[src/rtl/sub_pkg.sv]
// Shared types and default sizing for the chunked serial subtractor.
// The FSM state encoding lives here so the bench and any wrappers see the same names.
package sub_pkg;

   typedef enum logic [1:0] {
      IDLE = 2'd0,
      RUN  = 2'd1,
      DONE = 2'd2
   } state_t;

   localparam int DEF_WIDTH = 16;
   localparam int DEF_CHUNK = 4;

endpackage : sub_pkg

[src/rtl/sub_chunk.sv]
// CHUNK-bit combinational ripple subtractor: d = x - y - bin, bout = borrow out of the top bit.
// Built from per-bit half-subtractor terms so the borrow chain stays explicit.
module sub_chunk #(
   parameter int CHUNK = 4
) (
   input  logic [CHUNK-1:0] x,
   input  logic [CHUNK-1:0] y,
   input  logic             bin,
   output logic [CHUNK-1:0] d,
   output logic             bout
);

   logic [CHUNK:0] brw;

   assign brw[0] = bin;

   genvar gi;
   generate
      for (gi = 0; gi < CHUNK; gi++) begin : g_bit
         assign d[gi]       = x[gi] ^ y[gi] ^ brw[gi];
         assign brw[gi + 1] = (~x[gi] & y[gi]) | (~(x[gi] ^ y[gi]) & brw[gi]);
      end
   endgenerate

   assign bout = brw[CHUNK];

endmodule : sub_chunk

[src/rtl/serial_sub.sv]
// Serial subtractor: captures a/b once, then subtracts CHUNK bits per clock, LSB chunk first,
// and holds diff/borrow/ovf in DONE until the consumer takes them.
module serial_sub
   import sub_pkg::*;
#(
   parameter int WIDTH = DEF_WIDTH,
   parameter int CHUNK = DEF_CHUNK
) (
   input  logic             clk,
   input  logic             rst_n,
   input  logic [WIDTH-1:0] a,
   input  logic [WIDTH-1:0] b,
   input  logic             borrow_in,
   input  logic             signed_mode,
   input  logic             in_valid,
   output logic             in_ready,
   output logic [WIDTH-1:0] diff,
   output logic             borrow,
   output logic             ovf,
   output logic             out_valid,
   input  logic             out_ready
);

   localparam int NCHUNK = WIDTH / CHUNK;
   localparam int IDXW   = (NCHUNK > 1) ? $clog2(NCHUNK) : 1;

   generate
      if ((CHUNK < 1) || (WIDTH < CHUNK) || ((WIDTH % CHUNK) != 0)) begin : g_bad_width
         $error("serial_sub: WIDTH must be a positive multiple of CHUNK");
      end
   endgenerate

   state_t            state_reg, state_next;
   logic [IDXW-1:0]   idx_reg,   idx_next;
   logic [WIDTH-1:0]  a_reg,     a_next;
   logic [WIDTH-1:0]  b_reg,     b_next;
   logic              smode_reg, smode_next;
   logic              brw_reg,   brw_next;
   logic [WIDTH-1:0]  diff_reg,  diff_next;
   logic              ovf_reg,   ovf_next;

   logic [CHUNK-1:0]  cur_a, cur_b, cur_d;
   logic              cur_bout;
   logic              last_chunk;

   // Route the active chunk of each captured operand into the shared chunk subtractor.
   always_comb begin
      cur_a = '0;
      cur_b = '0;
      for (int i = 0; i < NCHUNK; i++) begin
         if (idx_reg == IDXW'(i)) begin
            cur_a = a_reg[i*CHUNK +: CHUNK];
            cur_b = b_reg[i*CHUNK +: CHUNK];
         end
      end
   end

   sub_chunk #(
      .CHUNK (CHUNK)
   ) u_chunk (
      .x    (cur_a),
      .y    (cur_b),
      .bin  (brw_reg),
      .d    (cur_d),
      .bout (cur_bout)
   );

   assign last_chunk = (idx_reg == IDXW'(NCHUNK - 1));

   always_comb begin
      state_next = state_reg;
      idx_next   = idx_reg;
      a_next     = a_reg;
      b_next     = b_reg;
      smode_next = smode_reg;
      brw_next   = brw_reg;
      diff_next  = diff_reg;
      ovf_next   = ovf_reg;

      case (state_reg)
         IDLE: begin
            if (in_valid) begin
               a_next     = a;
               b_next     = b;
               smode_next = signed_mode;
               brw_next   = borrow_in;
               idx_next   = '0;
               ovf_next   = 1'b0;
               state_next = RUN;
            end
         end
         RUN: begin
            for (int i = 0; i < NCHUNK; i++) begin
               if (idx_reg == IDXW'(i)) begin
                  diff_next[i*CHUNK +: CHUNK] = cur_d;
               end
            end
            brw_next = cur_bout;
            if (last_chunk) begin
               // The last chunk carries the MSB, so cur_d's top bit is the final diff sign.
               ovf_next   = smode_reg & (a_reg[WIDTH-1] != b_reg[WIDTH-1])
                                      & (cur_d[CHUNK-1] != a_reg[WIDTH-1]);
               idx_next   = '0;
               state_next = DONE;
            end else begin
               idx_next = idx_reg + IDXW'(1);
            end
         end
         DONE: begin
            if (out_ready) begin
               state_next = IDLE;
            end
         end
         default: begin
            state_next = IDLE;
         end
      endcase
   end

   always_ff @(posedge clk or negedge rst_n) begin
      if (!rst_n) begin
         state_reg <= IDLE;
         idx_reg   <= '0;
         a_reg     <= '0;
         b_reg     <= '0;
         smode_reg <= 1'b0;
         brw_reg   <= 1'b0;
         diff_reg  <= '0;
         ovf_reg   <= 1'b0;
      end else begin
         state_reg <= state_next;
         idx_reg   <= idx_next;
         a_reg     <= a_next;
         b_reg     <= b_next;
         smode_reg <= smode_next;
         brw_reg   <= brw_next;
         diff_reg  <= diff_next;
         ovf_reg   <= ovf_next;
      end
   end

   assign in_ready  = (state_reg == IDLE);
   assign out_valid = (state_reg == DONE);
   assign diff      = diff_reg;
   assign borrow    = brw_reg;
   assign ovf       = ovf_reg;

endmodule : serial_sub

[config.mk]
export PLATFORM = sky130hd
export DESIGN_NAME = serial_sub
export DESIGN_NICKNAME = d
export VERILOG_FILES = /design/src/rtl/sub_pkg.sv /design/src/rtl/sub_chunk.sv /design/src/rtl/serial_sub.sv
export SDC_FILE = /design/constraint.sdc
export NUM_CORES = 1
export LEC_CHECK = 0
export CORE_MARGIN = 4
export CORE_UTILIZATION = 26
export CTS_CLUSTER_DIAMETER = 200
export DETAILED_ROUTE_END_ITERATION = 10
export HOLD_SLACK_MARGIN = 0.03
export PLACE_DENSITY = 0.45
export SLEW_MARGIN = 30
export SYNTH_ARGS = -nofsm -noshare
export SYNTH_HDL_FRONTEND = slang
export SYNTH_HIERARCHICAL = 1
export SYNTH_SLANG_ARGS = --single-unit
[constraint.sdc]
create_clock -name clk -period 4.1 [get_ports clk]
set_clock_uncertainty 0.2 [all_clocks]
set_input_delay 0.615 -clock clk [delete_from_list [all_inputs] [get_ports clk]]
set_output_delay 0.615 -clock clk [all_outputs]
set_load 0.05 [all_outputs]
# Yosys cells after proc, flatten, opt, wreduce, memory -nomap -nowiden
# Cells that the tools add are included.
[totals] ff_bits=55 inputBits=38
[classes] n_addsub=1 eq_ne=10 n_mux=20 bitwise_logic=30 n_reduce_logical=11
[ops] cell="$mux 4" n=8
[ops] cell="$reduce_and 2->1" n=6
[ops] cell="$and 1x1->1" n=10
[ops] cell="$mux 2" n=5
[ops] cell="$not 1->1" n=8
[ops] cell="$xor 1x1->1" n=8
[ops] cell="$eq 2x2->1 const B" n=3
[ops] cell="$pmux 2 s3" n=1
[ops] cell="$reduce_and 3->1" n=2
[ops] cell="$eq 2x1->1 const B" n=2
[ops] cell="$logic_not 2->1" n=2
[ops] cell="$ne 2x2->1 const B" n=2
[ops] cell="$or 1x1->1" n=4
[ops] cell="$pmux 1 s2" n=2
[ops] cell="$pmux 2 s2" n=1
[ops] cell="$mux 1" n=3
[ops] cell="$add 2x1->2 const B" n=1
[ops] cell="$ne 1x1->1" n=2
[ops] cell="$ne 2x1->1 const B" n=1
[ops] cell="$reduce_bool 2->1" n=1

# Longest topological paths before layout
# Gate-level depths: netlist of run 1.
[logic_depth] depth_word=18 ltp_mapped=15 mapped_depth_nobuf=15

# Cells and area by module
# Netlist of run 1, hierarchy kept.
[by_module_without_submodules] mod="serial_sub" n_inst=1 cells_each=246 area_each_um2=2511.2 seq_area_each_um2=1376.3
[by_module_without_submodules] mod="sub_chunk" n_inst=1 cells_each=14 area_each_um2=117.6 seq_area_each_um2=0.0

# Worst setup path after synthesis of run 1
# OpenSTA, ideal clock, no wires.
[synth_path] path_kind="register -> register" startpoint="register idx_reg[0]" endpoint="register ovf_reg, in the netlist ovf" arrival_ns=3.202 slack_ns=0.565 stages_incl_launch_ff=15 path_buffers=0 path_cell_list="dfrtp_1 inv_1 ha_1 and2b_1 a221oi_1 o31ai_1 fa_1 inv_1 fa_1 fa_1 inv_1 fa_1 and3b_1 o21ai_0 o21ai_0"
[synth_via] elab_chain_len=18
[synth_lines] element="from (decl)" line_no="serial_sub.sv:34" rtl="logic [IDXW-1:0] idx_reg, idx_next;"
[synth_lines] element="from (signal assigned)" line_no="serial_sub.sv:132" rtl="idx_reg <= idx_next;"
[synth_lines] element="$logic_not 2->1" line_no="serial_sub.sv:51" rtl="if (idx_reg == IDXW'(i)) begin"
[synth_lines] element="$mux 4 (3 in a row)" line_no="serial_sub.sv:51"
[synth_lines] element="$mux 4 (*)" line_no="serial_sub.sv:51"
[synth_lines] element="net cur_a[0]" line_no="serial_sub.sv:42" rtl="logic [CHUNK-1:0] cur_a, cur_b, cur_d;"
[synth_lines] element="$xor 1x1->1" line_no="sub_chunk.sv:21" rtl="assign brw[gi + 1] = (~x[gi] & y[gi]) | (~(x[gi] ^ y[gi]) & brw[gi]);"
[synth_lines] element="$not 1->1" line_no="sub_chunk.sv:21"
[synth_lines] element="$and 1x1->1" line_no="sub_chunk.sv:21"
[synth_lines] element="$or 1x1->1 (*)" line_no="sub_chunk.sv:21"
[synth_lines] element="(+2 left out)"
[synth_lines] element="$and 1x1->1 (*)" line_no="sub_chunk.sv:21"
[synth_lines] element="$or 1x1->1 (*)" line_no="sub_chunk.sv:21"
[synth_lines] element="$xor 1x1->1 (*)" line_no="sub_chunk.sv:20" rtl="assign d[gi] = x[gi] ^ y[gi] ^ brw[gi];"
[synth_lines] element="net cur_d[3]" line_no="serial_sub.sv:42"
[synth_lines] element="$ne 1x1->1 (*)" line_no="serial_sub.sv:102" rtl="& (cur_d[CHUNK-1] != a_reg[WIDTH-1]);"
[synth_lines] element="$and 1x1->1 (*)" line_no="serial_sub.sv:102"
[synth_lines] element="$mux 1 (*)" line_no="serial_sub.sv:99" rtl="if (last_chunk) begin"
[synth_lines] element="$pmux 1 s2 (*)" line_no="serial_sub.sv:80" rtl="case (state_reg)"
[synth_lines] element="to (signal assigned)" line_no="serial_sub.sv:138" rtl="ovf_reg <= ovf_next;"
[synth_lines] element="to (decl)" line_no="serial_sub.sv:40" rtl="logic ovf_reg, ovf_next;"
# Mark *: on every way through the listed nets, which the timed path passes. The rest lies on a longest branch. The select of a mux whose other input is x is not followed.
# A chain may end at the register's enable or synchronous reset.

# Worst setup path after layout of run 1
[layout_path] startpoint="register idx_reg[0]" endpoint="register ovf_reg, in the netlist ovf"
[layout_via] elab_chain_len=18
[layout_lines] element="$logic_not 2->1" line_no="serial_sub.sv:51"
[layout_lines] element="$mux 4 (3 in a row)" line_no="serial_sub.sv:51"
[layout_lines] element="$mux 4 (*)" line_no="serial_sub.sv:51"
[layout_lines] element="net cur_b[0]" line_no="serial_sub.sv:42"
[layout_lines] element="$xor 1x1->1" line_no="sub_chunk.sv:21"
[layout_lines] element="$not 1->1" line_no="sub_chunk.sv:21"
[layout_lines] element="$and 1x1->1" line_no="sub_chunk.sv:21"
[layout_lines] element="$or 1x1->1 (*)" line_no="sub_chunk.sv:21"
[layout_lines] element="(+2 left out)"
[layout_lines] element="$and 1x1->1 (*)" line_no="sub_chunk.sv:21"
[layout_lines] element="$or 1x1->1 (*)" line_no="sub_chunk.sv:21"
[layout_lines] element="$xor 1x1->1 (*)" line_no="sub_chunk.sv:20"
[layout_lines] element="net cur_d[3]" line_no="serial_sub.sv:42"
[layout_lines] element="$ne 1x1->1 (*)" line_no="serial_sub.sv:102"
[layout_lines] element="$and 1x1->1 (*)" line_no="serial_sub.sv:102"
[layout_lines] element="$mux 1 (*)" line_no="serial_sub.sv:99"
[layout_lines] element="$pmux 1 s2 (*)" line_no="serial_sub.sv:80"
# Marked as above.

==> metrics.log, run 1 <==
[metrics] multi-input logic area: approximately 1100 µm²
[metrics] post-route cell area: ~3400 µm²
[metrics] crit path launch type: flip-flop
[metrics] clock tree from TritonCTS: yes
[metrics] number of global-route vias before repair: 1862
[metrics] endpoint kind of the worst setup timing path: flip-flop
[metrics] post-synthesis net count: approximately 310
[metrics] Horiz. Die Dim: between 100 and 150 µm
[metrics] Filler Cell Count: about 1000
[metrics] number of standard-cell rows in the floorplan: 36
[metrics] clock transition at the registers of the reported paths: approximately 0.1 ns
[metrics] placeable core area: around 9800 µm²
[metrics] core occupancy in the finished layout: 0.349
[metrics] total of endpoints with negative setup slack in the final report: 0
[metrics] Area growth, synth to finish: 30.5%
[metrics] root cell of the clock tree: clkbuf_8
[metrics] Required @ worst endpoint: between 4 and 5 ns
[metrics] Synthesis Warnings: 6
[metrics] critical path type: flip-flop to flip-flop
[metrics] status: finished, final reports clean
[metrics] CTS HTree Levels: 2
[metrics] placed wire-length estimate: about 4600 µm
[metrics] Worst Reg2Reg Path Length in Cells: 15
[metrics] number of antenna-violating nets in the routed design: 0
[metrics] Total Nets Final: between 300 and 400
[metrics] power per cell area: between 900 and 1000 nW/µm²
[metrics] clock latency on the worst-skew pair: roughly 0.31 ns
[metrics] number of pins exceeding their max-slew limit in the final report: 0
[metrics] Crit path arrival time: around 3.7 ns
[metrics] critical-path maximum fanout: 6
[metrics] worst IR drop on VDD: 363 µV
[metrics] final critical path time including I/O delays and setup: 3.74 ns
[metrics] Static Leak: approximately 0.0016 µW
[metrics] number of sinks on the clock net: 55
[metrics] drt drc: 0
[metrics] headroom to the max-slew limit: 0.560
[metrics] Via density: around 4.2
[metrics] post-synthesis register bit count: 55
[metrics] maximum capacitance violations: 0
[metrics] fraction of power consumed by combinational cells: 0.599
[metrics] routed wire length: 6050 µm
[metrics] sequential element share of the synthesized area: 0.524
[metrics] Final GP Congestion: about 0.76
[metrics] setup tns final: 0 ns
[metrics] die outline area: 11800 µm²
[metrics] internal power summed over all cells: about 1800 µW
[metrics] maximum count of clock buffers along a single path: 2
[metrics] GRT Util Overall: 0.106
[metrics] Cell Area, Synth: 2630 µm²
[metrics] number of vias after detailed routing: 1898
[metrics] largest net degree at the start of global routing: 37
[metrics] initial antenna violation count: 0
[metrics] setup repair after global routing missed its margin: no
[metrics] Placed Area: 3330 µm²
[metrics] net switching power: roughly 1500 µW
[metrics] total of hold buffers inserted after clock tree synthesis: 0
[metrics] hold crit path type: input port to asynchronous set/reset pin
[metrics] Fmax achieved: 268 MHz
[metrics] DRT Pass-1 Iters: 4
[metrics] post-route fraction of the period consumed by the critical path: 0.911
[metrics] Overflow after GRT: 0
[metrics] antenna cells: 0
[metrics] Initial Util: 0.268
[metrics] quantity of I/O buffers inserted on ports: 57
[metrics] Iter 0 DRT Violations: between 100 and 150
[metrics] count of unique library cells instantiated by Yosys: 30
[metrics] boundary pin count: 58
[metrics] Switching Fraction: 0.457
[metrics] sequential fraction of design power: 0.309
[metrics] flip-flop and latch area: roughly 1400 µm²
[metrics] proportion of power drawn by the clock network: 0.092
[metrics] Post-Syn Instances: 260
[metrics] final number of hold-violating endpoints: 0
[metrics] Syn Area/Cell: between 10 and 15 µm²
[metrics] power consumption: between 3000 and 4000 µW
[metrics] share of cells above drive strength 1: 0.121
[metrics] measured slew at the worst slew-check pin: 0.660 ns
[metrics] vertical die dimension: around 110 µm
[metrics] average wire per standard cell: 13.3 µm
[metrics] first-pass GRT wire length: between 9000 and 10000 µm
[metrics] Worst Hold Margin: roughly 0.13 ns
[metrics] number of CTS-inserted buffers: 5
==> layer usage <==
| metal | vias to the layer above | share of wire | global-route usage |
|---|---|---|---|
| met3 | 4 | 0.048 | 0.0263 |
| met2 | 37 | 0.46 | 0.164 |
| met5 | - | 0 | 0 |
| li1 | 962 | - | - |
| met1 | 895 | 0.49 | 0.150 |
| met4 | 0 | 0.0083 | 0.0243 |
==> path summary, 6_finish.rpt <==
path / startpoint / end / slack, ns
worst max-delay path: idx_reg[0] / ovf / 0.36
worst min-delay path: rst_n / diff[1] / 0.13
worst max register to register: idx_reg[0] / ovf / 0.36
worst min register to register: a_reg[2] / a_reg[2] / 0.29
max in group asynchronous: rst_n / diff[2] / 2.77
min in group clk: a_reg[2] / a_reg[2] / 0.29
==> metrics by stage <==
step	setup WS, ns	instances
2_1_floorplan	0.565	260
3_3_place_gp	0.360	445
3_5_place_dp	0.231	445
4_1_cts	0.208	453
5_1_grt	0.0673	454
6_report	0.364	454
==> synth_stat cells, drive strengths merged <==
cell type	instances	share of area
nor3b	2	0.010
nand3b	1	0.0029
a221oi	7	0.023
nor2	1	0.0014
or3b	1	0.0033
clkbuf	2	0.0033
a22o	1	0.0033
dfrtp	55	0.52
nand3	3	0.0057
o31ai	9	0.026
nand2b	1	0.0024
or2b	1	0.0029
ha	4	0.019
fa	4	0.030
inv	14	0.020
and3b	1	0.0033
mux2	16	0.086
nand2	110	0.17
and2b	2	0.0067
nor2b	7	0.017
buf	9	0.027
o21ai	6	0.011
a21oi	2	0.0038
a22oi	1	0.0029
==> cell type report <==
| type | instances | share of cell area |
|---|---|---|
| clock buffers | 5 | 0.0201 |
| clock inverters | 3 | 0.00584 |
| inverters | 14 | 0.0153 |
| multi-input cells | 180 | 0.329 |
| flip-flops and latches | 55 | 0.401 |
| well taps | 133 | 0.0485 |
| repair buffers | 64 | 0.180 |
==> timing repair <==
item / 4_1_cts / 5_1_grt
setup endpoints to repair: 0 / 1
gates resized for setup: 0 / 2
setup buffers: 0 / 1
==> critical path, stage by stage (launching register included) <==
cell,delay (ns)
dfrtp_1,0.43
inv_1,0.09
ha_1,0.25
and2b_2,0.24
a221oi_1,0.24
o31ai_1,0.11
inv_1,0.09
fa_1,0.17
inv_1,0.05
fa_1,0.39
fa_1,0.37
inv_1,0.08
fa_1,0.49
and3b_1,0.20
o21ai_0,0.14
o21ai_0,0.08
==> cells in the final DEF, fill, tap and decap left out, drive strengths merged <==
| master | Yosys | routed |
|---|---|---|
| o31ai | 9 | 9 |
| mux2 | 16 | 16 |
| a22oi | 1 | 1 |
| nand3b | 1 | 1 |
| a221oi | 7 | 7 |
| clkinv | 0 | 1 |
| a21oi | 2 | 2 |
| buf | 9 | 8 |
| o21ai | 6 | 6 |
| nor2 | 1 | 1 |
| and3b | 1 | 1 |
| or2b | 1 | 1 |
| and2b | 2 | 2 |
| clkinvlp | 0 | 2 |
| a22o | 1 | 1 |
| ha | 4 | 4 |
| clkdlybuf4s50 | 0 | 56 |
| dfrtp | 55 | 55 |
| clkbuf | 2 | 5 |
| nand2 | 110 | 110 |
| nand3 | 3 | 3 |
| nor3b | 2 | 2 |
| or3b | 1 | 1 |
| fa | 4 | 4 |
| inv | 14 | 14 |
| nor2b | 7 | 7 |
| nand2b | 1 | 1 |
==> kinds of logic after synthesis <==
| family | count (synthesis) | share of synthesized area |
|---|---|---|
| multiplexers | 16 | 0.0857 |
| adder cells (fa/ha/maj) | 8 | 0.0495 |
| AO/OA/AOI/OAI | 26 | 0.0704 |
| flip-flops | 55 | 0.524 |
| buffers and inverters | 25 | 0.0500 |
| AND/OR/NAND/NOR | 130 | 0.221 |
==> power groups by stage <==
stage / Sequential (µW) / Combinational [µW] / Clock (µW)
2_1_floorplan: 1270 / 1140 / 0
3_3_place_gp: 1020 / 1920 / 0
3_5_place_dp: 1020 / 1950 / 0
4_1_cts: 1010 / 1950 / 314
5_1_grt: 1040 / 2160 / 332
6_report: 1000 / 1940 / 297
Note: power is estimated with default switching activity, not from simulation.
==> run 2, diff against run 1 <==
--- a/config.mk
+++ b/config.mk
@@ -7,6 +7,7 @@
 export LEC_CHECK = 0
 export CORE_MARGIN = 4
 export CORE_UTILIZATION = 26
+export CTS_BUF_LIST = sky130_fd_sc_hd__clkbuf_4 sky130_fd_sc_hd__clkbuf_8
 export CTS_CLUSTER_DIAMETER = 200
 export DETAILED_ROUTE_END_ITERATION = 10
 export HOLD_SLACK_MARGIN = 0.03
==> results of run 2 <==
The final DEF is identical to that of run 1; final timing and power are the same.
